<file path="config.mk">
export PLATFORM = sky130hd
export DESIGN_NAME = load_store_unit
export DESIGN_NICKNAME = d
export VERILOG_FILES = /design/src/rtl/lsu_pkg.sv /design/src/rtl/load_store_unit_align.sv /design/src/rtl/load_store_unit.sv
export SDC_FILE = /design/constraint.sdc
export NUM_CORES = 1
export LEC_CHECK = 0
export ABC_CLOCK_PERIOD_IN_PS = 2750
export BUFFER_PORTS_ARGS = -buffer_cell sky130_fd_sc_hd__buf_2
export CAP_MARGIN = 40
export CORE_UTILIZATION = 35
export CTS_CLUSTER_DIAMETER = 80
export DETAILED_ROUTE_END_ITERATION = 6
export SLEW_MARGIN = 20
export SYNTH_ARGS = -nofsm -noshare
export SYNTH_HDL_FRONTEND = slang
export SYNTH_SLANG_ARGS = --single-unit
</file>
<file path="constraint.sdc">
create_clock -name clk -period 2.75 [get_ports clk]
set_clock_uncertainty 0.1 [all_clocks]
set_input_delay 0.55 -clock clk [delete_from_list [all_inputs] [get_ports clk]]
set_output_delay 0.55 -clock clk [all_outputs]
set_load 0.05 [all_outputs]
</file>
<file path="src/rtl/lsu_pkg.sv">
// ----------------------------------------------------------------------------
// lsu_pkg
// Shared definitions for the load/store unit and the decode stage:
//   - RISC-V load/store funct3 encodings (F3_B .. F3_HU)
//   - load/store unit FSM state encoding
//   - small helper to classify halfword accesses
// ----------------------------------------------------------------------------
package lsu_pkg;

    localparam logic [2:0] F3_B  = 3'b000;
    localparam logic [2:0] F3_H  = 3'b001;
    localparam logic [2:0] F3_W  = 3'b010;
    localparam logic [2:0] F3_BU = 3'b100;
    localparam logic [2:0] F3_HU = 3'b101;

    typedef enum logic [1:0] {
        ST_IDLE = 2'd0,
        ST_RD   = 2'd1,
        ST_WR   = 2'd2,
        ST_RESP = 2'd3
    } lsu_state_t;

    function automatic logic is_half(input logic [2:0] funct3);
        return (funct3 == F3_H) || (funct3 == F3_HU);
    endfunction

endpackage

</file>
<file path="src/rtl/load_store_unit_align.sv">
// ----------------------------------------------------------------------------
// load_store_unit_align (module lsu_align)
// Purely combinational lane handling for a word-only memory.
//   load_word  in  32  word read from memory this cycle
//   old_word   in  32  word latched by the read half of a read-modify-write
//   wdata      in  32  store data, right-aligned
//   byte_off   in  2   byte address bits [1:0]
//   funct3     in  3   access size / signedness
//   load_data  out 32  selected lane, sign- or zero-extended
//   store_word out 32  old_word with the addressed lane replaced (full word for SW)
// ----------------------------------------------------------------------------
module lsu_align
    import lsu_pkg::*;
(
    input  logic [31:0] load_word,
    input  logic [31:0] old_word,
    input  logic [31:0] wdata,
    input  logic [1:0]  byte_off,
    input  logic [2:0]  funct3,
    output logic [31:0] load_data,
    output logic [31:0] store_word
);

    logic [7:0]  ld_byte;
    logic [15:0] ld_half;

    // Byte lane is picked by both offset bits, halfword lane only by bit 1.
    always_comb begin
        ld_byte   = load_word[{byte_off, 3'b000} +: 8];
        ld_half   = byte_off[1] ? load_word[31:16] : load_word[15:0];
        load_data = load_word;
        case (funct3)
            F3_B:    load_data = {{24{ld_byte[7]}}, ld_byte};
            F3_BU:   load_data = {24'h0, ld_byte};
            F3_H:    load_data = {{16{ld_half[15]}}, ld_half};
            F3_HU:   load_data = {16'h0, ld_half};
            default: load_data = load_word;
        endcase
    end

    // Merge keeps the untouched lanes of the previously read word.
    always_comb begin
        store_word = old_word;
        case (funct3)
            F3_B: store_word[{byte_off, 3'b000} +: 8] = wdata[7:0];
            F3_H: begin
                if (byte_off[1])
                    store_word[31:16] = wdata[15:0];
                else
                    store_word[15:0] = wdata[15:0];
            end
            default: store_word = wdata;
        endcase
    end

endmodule

</file>
<file path="src/rtl/load_store_unit.sv">
// ----------------------------------------------------------------------------
// load_store_unit
// Initiator side of the word-wide data memory port. Takes one byte-addressed
// load/store at a time, performs byte/halfword stores as read-modify-write,
// extends load data and flags misaligned, out-of-range or illegal requests.
//   clk, rst_n                 clock, async active-low reset
//   req_valid/req_ready        request handshake (ready only while idle)
//   req_we/funct3/addr/wdata   request contents, registered on accept
//   resp_valid                 one-cycle completion pulse
//   resp_rdata/resp_err        extended load data / error flag, held to next resp
//   mem_read/mem_write         memory strobes, decoded from state
//   mem_addr/mem_wdata         word address and write data (0 when not accessing)
//   mem_rdata                  combinational memory read data
// ----------------------------------------------------------------------------
module load_store_unit
    import lsu_pkg::*;
#(
    parameter int ADDR_W = 6
)
(
    input  logic              clk,
    input  logic              rst_n,
    input  logic              req_valid,
    output logic              req_ready,
    input  logic              req_we,
    input  logic [2:0]        req_funct3,
    input  logic [31:0]       req_addr,
    input  logic [31:0]       req_wdata,
    output logic              resp_valid,
    output logic [31:0]       resp_rdata,
    output logic              resp_err,
    output logic              mem_read,
    output logic              mem_write,
    output logic [ADDR_W-1:0] mem_addr,
    output logic [31:0]       mem_wdata,
    input  logic [31:0]       mem_rdata
);

    lsu_state_t          state;
    lsu_state_t          state_next;
    logic                accept;
    logic                req_err;
    logic                we_q;
    logic [2:0]          funct3_q;
    logic [ADDR_W+1:0]   addr_q;
    logic [31:0]         wdata_q;
    logic [31:0]         word_q;
    logic [31:0]         load_data;
    logic [31:0]         store_word;

    assign accept = req_valid && (state == ST_IDLE);

    // Errors are judged on the raw request so an erroneous access never
    // touches memory; it goes straight to the response state.
    always_comb begin
        req_err = 1'b0;
        case (req_funct3)
            F3_B:    req_err = 1'b0;
            F3_BU:   req_err = req_we;
            F3_H:    req_err = req_addr[0];
            F3_HU:   req_err = req_we || req_addr[0];
            F3_W:    req_err = (req_addr[1:0] != 2'b00);
            default: req_err = 1'b1;
        endcase
        if (req_addr[31:ADDR_W+2] != '0)
            req_err = 1'b1;
    end

    lsu_align u_align (
        .load_word  (mem_rdata),
        .old_word   (word_q),
        .wdata      (wdata_q),
        .byte_off   (addr_q[1:0]),
        .funct3     (funct3_q),
        .load_data  (load_data),
        .store_word (store_word)
    );

    always_ff @(posedge clk or negedge rst_n) begin
        if (!rst_n)
            state <= ST_IDLE;
        else
            state <= state_next;
    end

    // Next state plus Moore decode of all memory-side and handshake outputs.
    // Full-word stores skip the read; sub-word stores read first to merge.
    always_comb begin
        state_next = state;
        req_ready  = 1'b0;
        resp_valid = 1'b0;
        mem_read   = 1'b0;
        mem_write  = 1'b0;
        mem_addr   = '0;
        mem_wdata  = '0;
        case (state)
            ST_IDLE: begin
                req_ready = 1'b1;
                if (accept) begin
                    if (req_err)
                        state_next = ST_RESP;
                    else if (req_we && (req_funct3 == F3_W))
                        state_next = ST_WR;
                    else
                        state_next = ST_RD;
                end
            end
            ST_RD: begin
                mem_read   = 1'b1;
                mem_addr   = addr_q[ADDR_W+1:2];
                state_next = we_q ? ST_WR : ST_RESP;
            end
            ST_WR: begin
                mem_write  = 1'b1;
                mem_addr   = addr_q[ADDR_W+1:2];
                mem_wdata  = store_word;
                state_next = ST_RESP;
            end
            ST_RESP: begin
                resp_valid = 1'b1;
                state_next = ST_IDLE;
            end
            default: state_next = ST_IDLE;
        endcase
    end

    // Request capture on accept, and the word latched during the read half
    // of a read-modify-write.
    always_ff @(posedge clk or negedge rst_n) begin
        if (!rst_n) begin
            we_q     <= 1'b0;
            funct3_q <= '0;
            addr_q   <= '0;
            wdata_q  <= '0;
            word_q   <= '0;
        end else begin
            if (accept) begin
                we_q     <= req_we;
                funct3_q <= req_funct3;
                addr_q   <= req_addr[ADDR_W+1:0];
                wdata_q  <= req_wdata;
            end
            if (state == ST_RD)
                word_q <= mem_rdata;
        end
    end

    // Response data only changes on the edge entering RESP, so it is held
    // stable between responses.
    always_ff @(posedge clk or negedge rst_n) begin
        if (!rst_n) begin
            resp_rdata <= '0;
            resp_err   <= 1'b0;
        end else begin
            if (accept && req_err) begin
                resp_rdata <= '0;
                resp_err   <= 1'b1;
            end
            if ((state == ST_RD) && !we_q) begin
                resp_rdata <= load_data;
                resp_err   <= 1'b0;
            end
            if (state == ST_WR) begin
                resp_rdata <= '0;
                resp_err   <= 1'b0;
            end
        end
    end

endmodule

</file>
# Yosys cells after proc, flatten, opt, wreduce, memory -nomap -nowiden
# Cells that the tools add are included.
classes:
  addsub: 1
  n_mul: 0
  div_mod_pow: 0
  n_lt_le_gt_ge: 0
  eq_ne: 11
  shifts: 3
  n_mux: 25
  n_bitwise: 0
  reduce_logical: 13
ops:
  columns: ["operator", "count"]
  rows:
  - ["32-bit 2-to-1 mux", 4]
  - ["32-bit case mux with 4 select lines", 1]
  - ["32-bit case mux with 2 select lines", 1]
  - ["16-bit 2-to-1 mux", 3]
  - ["32-bit bitwise mux", 1]
  - ["8-bit by 7-bit variable shift with 32-bit output (first input constant)", 1]
  - ["32-bit by 6-bit indexed part select with 8-bit output", 1]
  - ["8-bit by 7-bit indexed part select with 32-bit output", 1]
  - ["24-bit nonzero test", 1]
  - ["3-bit equality test (second input constant)", 4]
  - ["1-bit 2-to-1 mux", 9]
  - ["2-bit case mux with 4 select lines", 1]
  - ["5-bit negator with 7-bit output", 1]
  - ["3-bit by 1-bit equality test with 1-bit output (second input constant)", 2]
  - ["3-bit logical NOT", 2]
  - ["2-bit 2-to-1 mux", 3]
  - ["6-bit 2-to-1 mux", 1]
  - ["1-bit case mux with 5 select lines", 1]
  - ["2-bit equality test (second input constant)", 2]
  - ["1-bit logical AND", 4]
  - ["3-bit by 2-bit equality test with 1-bit output (second input constant)", 1]
  - ["3-bit nonzero test", 1]
  - ["2-bit by 1-bit equality test with 1-bit output (second input constant)", 1]
  - ["2-bit logical NOT", 1]
  - ["5 further kinds", 5]
word_totals:
  regBits: 111
  latch_bits: 0
  mem_bits_rw: 0
  romBits: 0
  inputBits: 103
  output_inout_bits: 75
  mem_count: 0

# Logic depth before layout (Yosys ltp)
logic_depth:
  ltp_word: 7
  ltp_mapped: 9
  ltp_nobuf: 7

# Cells and area by module
# Synthesis repeated with hierarchy kept, for this count alone.
hier_totals:
  cells_unflattened: 670
  hier_area_um2: 6383.6
modules_own_cells:
  columns: ["module", "instances", "cells_each", "area_each_um2"]
  rows:
  - ["load_store_unit", 1, 374, 4609.4]
  - ["lsu_align", 1, 296, 1774.2]

# Least setup slack after synthesis
# No wires, ideal clock.
synth_path:
  path_kind: "reg2out"
  from: "reg addr_q[0]"
  to: "out mem_wdata[16]"
  arrival_time_ns: 3.271
  t_required_ns: 2.100
  path_slack_ns: -1.171
  stages_incl_launch_ff: 9
  cell_sequence: "dfrtp_1 buf_1 inv_1 ha_1 nand4bb_1 nor2_1 a221oi_1 a211o_1 a21boi_0"
synth_between:
  elab_chain_cells: 5
synth_lines:
  columns: ["element", "line", "source"]
  rows:
  - ["start, declared", "load_store_unit.sv:45", "logic [ADDR_W+1:0] addr_q;"]
  - ["start signal, assigned", "load_store_unit.sv:140", "addr_q <= req_addr[ADDR_W+1:0];"]
  - ["5-bit negator with 7-bit output (*)", "load_store_unit_align.sv:45", "F3_B: store_word[{byte_off, 3'b000} +: 8] = wdata[7:0];"]
  - ["8-bit by 7-bit indexed part select with 32-bit output or 8-bit by 7-bit variable shift with 32-bit output (tied branches)", "load_store_unit_align.sv:45", null]
  - ["32-bit bitwise mux (*)", "load_store_unit_align.sv:45", null]
  - ["32-bit case mux with 2 select lines (*)", "load_store_unit_align.sv:44", "case (funct3)"]
  - ["32-bit 2-to-1 mux (*)", "load_store_unit.sv:96", "case (state)"]
  - ["end, declared", "load_store_unit.sv:35", "output logic [31:0] mem_wdata,"]
# Mark *: on every way between the ends. The rest lies on a longest branch, timed or not.

# Worst setup path after layout
layout_path:
  from: "reg addr_q[1]"
  to: "out mem_wdata[15]"
layout_between:
  elab_chain_cells: 5
layout_lines:
  columns: ["element", "line"]
  rows:
  - ["5-bit negator with 7-bit output", "load_store_unit_align.sv:45"]
  - ["8-bit by 7-bit indexed part select with 32-bit output or 8-bit by 7-bit variable shift with 32-bit output (tied branches)", "load_store_unit_align.sv:45"]
  - ["32-bit bitwise mux", "load_store_unit_align.sv:45"]
  - ["32-bit case mux with 2 select lines (*)", "load_store_unit_align.sv:44"]
  - ["32-bit 2-to-1 mux (*)", "load_store_unit.sv:96"]
# Marks and branches as above.

==> impl_results.md <==
- CTS Buffer Depth: 2
- CP max FO: 3
- Post-synth top cells: dfrtp_1 (111), mux2_2 (74), nand2_1 (39), inv_1 (29), o21ai_0 (29)
- Full die area: 0.01825 mm^2
- Die W: 135.1 um
- Reg-to-reg critical path startpoint: addr_q[1]
- Yosys top cell area share: between 40% and 50%
- Gate Count Post-Synth: 560
- Area of the multi-input gates: 0.003497 mm^2
- Share of cells above drive strength 1: 54.18%
- Final count of pins violating max slew: 0
- Max-slew headroom: 61.30%
- Synthesis Warnings: 0
- CTS clk-pin slew, worst paths: 0.08 ns
- Mapped Nets: 672
- Startpoint types: flip-flop
- Avg Synthesized Cell Area: 11.07 um^2
- Final Hold Fails: 0
- Area contributors post-synth: dfrtp_1 (45%), mux2_2 (13%), mux4_2 (2.9%)
- Gate power share: a little under two thirds
- TritonCTS Sinks: 111
- TNS Setup: -5.827 ns
- CTS Buf Count: 9
- Initial DRC count: approximately 390
- Initial core utilization: 35.85%
- Failing checks: setup timing
- Worst skew pair latency: 0.36 ns
- Via Count: 5444
- Psw: between 6 and 7 mW
- H-Tree Level Count: 3
- DR vias/cell: around 5.5
- Post-Syn Area: 0.006201 mm^2
- Initial antenna violation count: 0
- Register area: 0.002779 mm^2
- I/O pins: approximately 180
- Post-layout min period: 3.088 ns
- P_int: 6.489 mW
- FILL cells: 1613
- Vias in the first global route: around 5500
- Min Hold Slack: 0.01126 ns
- Synth Area in XOR/XNOR: 0%
- Inserted Diodes: 0
- Critical Path RT: 2.10 ns
- Drt first pass iters: 5
- Placed cell count: 960
- Overflow after GRT: 0
- Top FF cell, synth: dfrtp_1
- Final WL: roughly 20000 um
- Simple-gate share of the synthesized area: 10.45%
- Nets: 873
- Root buf cell: clkbuf_16
- Final ANT Viol Nets: 0
- Global-route wire length before repair: about 30000 um
- Crit path launch: addr_q[1]
- Sequential share of the synthesized area: 44.79%
- Core ar.: 0.01730 mm^2
- GRT Total Usage: around 22%
- FFs w/ async S/R, synth: 100.0%
- Number of flops mapped to enable cells by yosys: 0
- Status: finished, violations left
- Cell Area, Placed: 0.007671 mm^2
- Wire length per cell: about 20 um
- Non-Filler Instances: between 900 and 1000
- Residual DRC count: 0
- Final instance area: 0.008582 mm^2
- CTS tree: yes
- Largest area contributor in the netlist: dfrtp_1
- Max cap viols: 0
- Compound-gate portion of the synthesized area: 20.38%
- Least-Margin Pin Slew: 0.5805 ns
- Final GP Congestion: 0.9083
- Worst-case vdd ir drop: roughly 0.96 mV
- RSZ-0062 raised after global routing: yes
- Crit path kind: flip-flop to primary output
- Area growth from synthesis to layout: 38.40%
- Adder-Cell Fraction of Synth Area: ~1.8%
- Port Buf Inserts: 177
- Pwr/cell area: 1478 mW/mm^2
- Pleak: about 4 nW
- Seq cells post-synth: 111
- Critical Path AT: roughly 2.4 ns
- Period utilization: 112.3%
- Worst hold path type: primary input to asynchronous set/reset pin
- Sequential power share: 25.0%
- Largest net degree at the start of global routing: 49
- Max Fclk: between 300 and 400 MHz
- Cell with the most instances after synthesis: dfrtp_1
- Die Span Y: 135.1 um
- Mux cell area share after synthesis: between 10% and 20%
- Final setup viols: 31
- Netlist cell types: 51
- Post-route setup slack: -0.3381 ns
- Clk pwr share: 11.2%
- DP HPWL: about 15000 um
- Largest family of logic cells by synthesized area: compound AO/OA/AOI/OAI gates
- Switching fraction of total power: 48.83%
- Critical path capture point type: primary output
- FP Rows: 48
==> power groups by stage <==
stage	logic, mW	registers [mW]	clock network (mW)
finish	8.08	3.17	1.42
global route	8.59	3.27	1.52
CTS	7.74	3.14	1.46
detailed placement	7.16	3.15	0
global placement	7.06	3.11	0
floorplan	4.77	3.56	0
==> cell type report <==
type	instances	share of cell area (%)
flip-flops and latches	111	32.38
clock buffers	10	2.785
inverters	30	1.414
multi-input cells	378	40.75
well taps	225	3.280
repair buffers	231	18.40
clock inverters	6	0.9914
==> worst paths after layout <==
check	end	slack, ns	depth (start not counted)
max in group asynchronous	wdata_q[16]	1.89	2
min in group clk	wdata_q[31]	0.32	2
worst min-delay path	resp_rdata[16]	0.01	1
worst max-delay path	mem_wdata[15]	-0.34	11
worst min register to register	resp_rdata[14]	0.38	1
worst max register to register	resp_rdata[16]	0.42	7
==> critical path, stage by stage, from the launching register on <==
cell and delay [ns]:
dfrtp_2 0.42, clkinv_4 0.08, buf_4 0.14, buf_8 0.12, ha_4 0.15, and4b_1 0.21
nand2_1 0.07, o21ai_1 0.06, a222oi_1 0.45, buf_4 0.20, nor2b_4 0.04, buf_8 0.14
==> registers in the layout, indices dropped and copies added, names as in the netlist <==
name,cells
resp_rdata,32
state,2
addr_q,8
word_q,32
we_q,1
wdata_q,32
resp_err,1
funct3_q,3
==> placed cells by master, fill, tap and decap left out, drive strengths merged, types with 2 or more instances in the layout <==
master    count
nor2b        18
a21oi        15
nor3b         2
a22oi         9
a222oi       14
a21bo         5
a22o         16
mux2         74
a221o         8
nand4bb       2
a21boi        7
mux2i         9
and2          7
o211a         6
clkinv        2
o2bb2ai      14
o21ai        29
ha            9
mux4          8
nor4          6
clkbuf       11
or2           2
clkinvlp      2
a211o         7
a221oi       10
nand3         3
nor3         10
buf         230
nand2b       18
nor2         10
nand2        39
o22ai        11
inv          31
dfrtp       111
==> timing repair <==
item | 4_1_cts | 5_1_grt
setup buffers | 3 | 12
setup endpoints to repair | 32 | 32
pin swaps | 22 | 29
gates resized for setup | 95 | 30
hold buffers | 0 | 0
gates cloned | 0 | 1
==> metrics by stage <==
step / util, % / total power [mW] / setup slack (ns)
floorplan: - / 8.327 / 0.002098
global placement: 44.31 / 10.17 / -0.1103
detailed placement: 44.35 / 10.31 / -0.1142
CTS: 48.14 / 12.33 / -0.3327
global route: 49.62 / 13.38 / -0.4505
finish: 49.62 / 12.68 / -0.3381
==> per-layer routing <==
metal / routed length [um] / vias up / part of all wire (%) / track usage [%]
met5: 0 / - / 0 / 0
met4: 435 / 0 / 2.2 / 8.864
met3: 1152 / 27 / 5.8 / 4.542
met2: 9734 / 214 / 49 / 36.15
met1: 8405 / 2708 / 43 / 28.55
li1: - / 2495 / - / -
==> logic make-up after synthesis <==
family / after synthesis
multiplexers: 91
AO/OA/AOI/OAI: 158
adder cells (fa/ha/maj): 9
AND/OR/NAND/NOR: 120
flip-flops: 111
buffers and inverters: 71
Power figures use the tool's default switching activity.
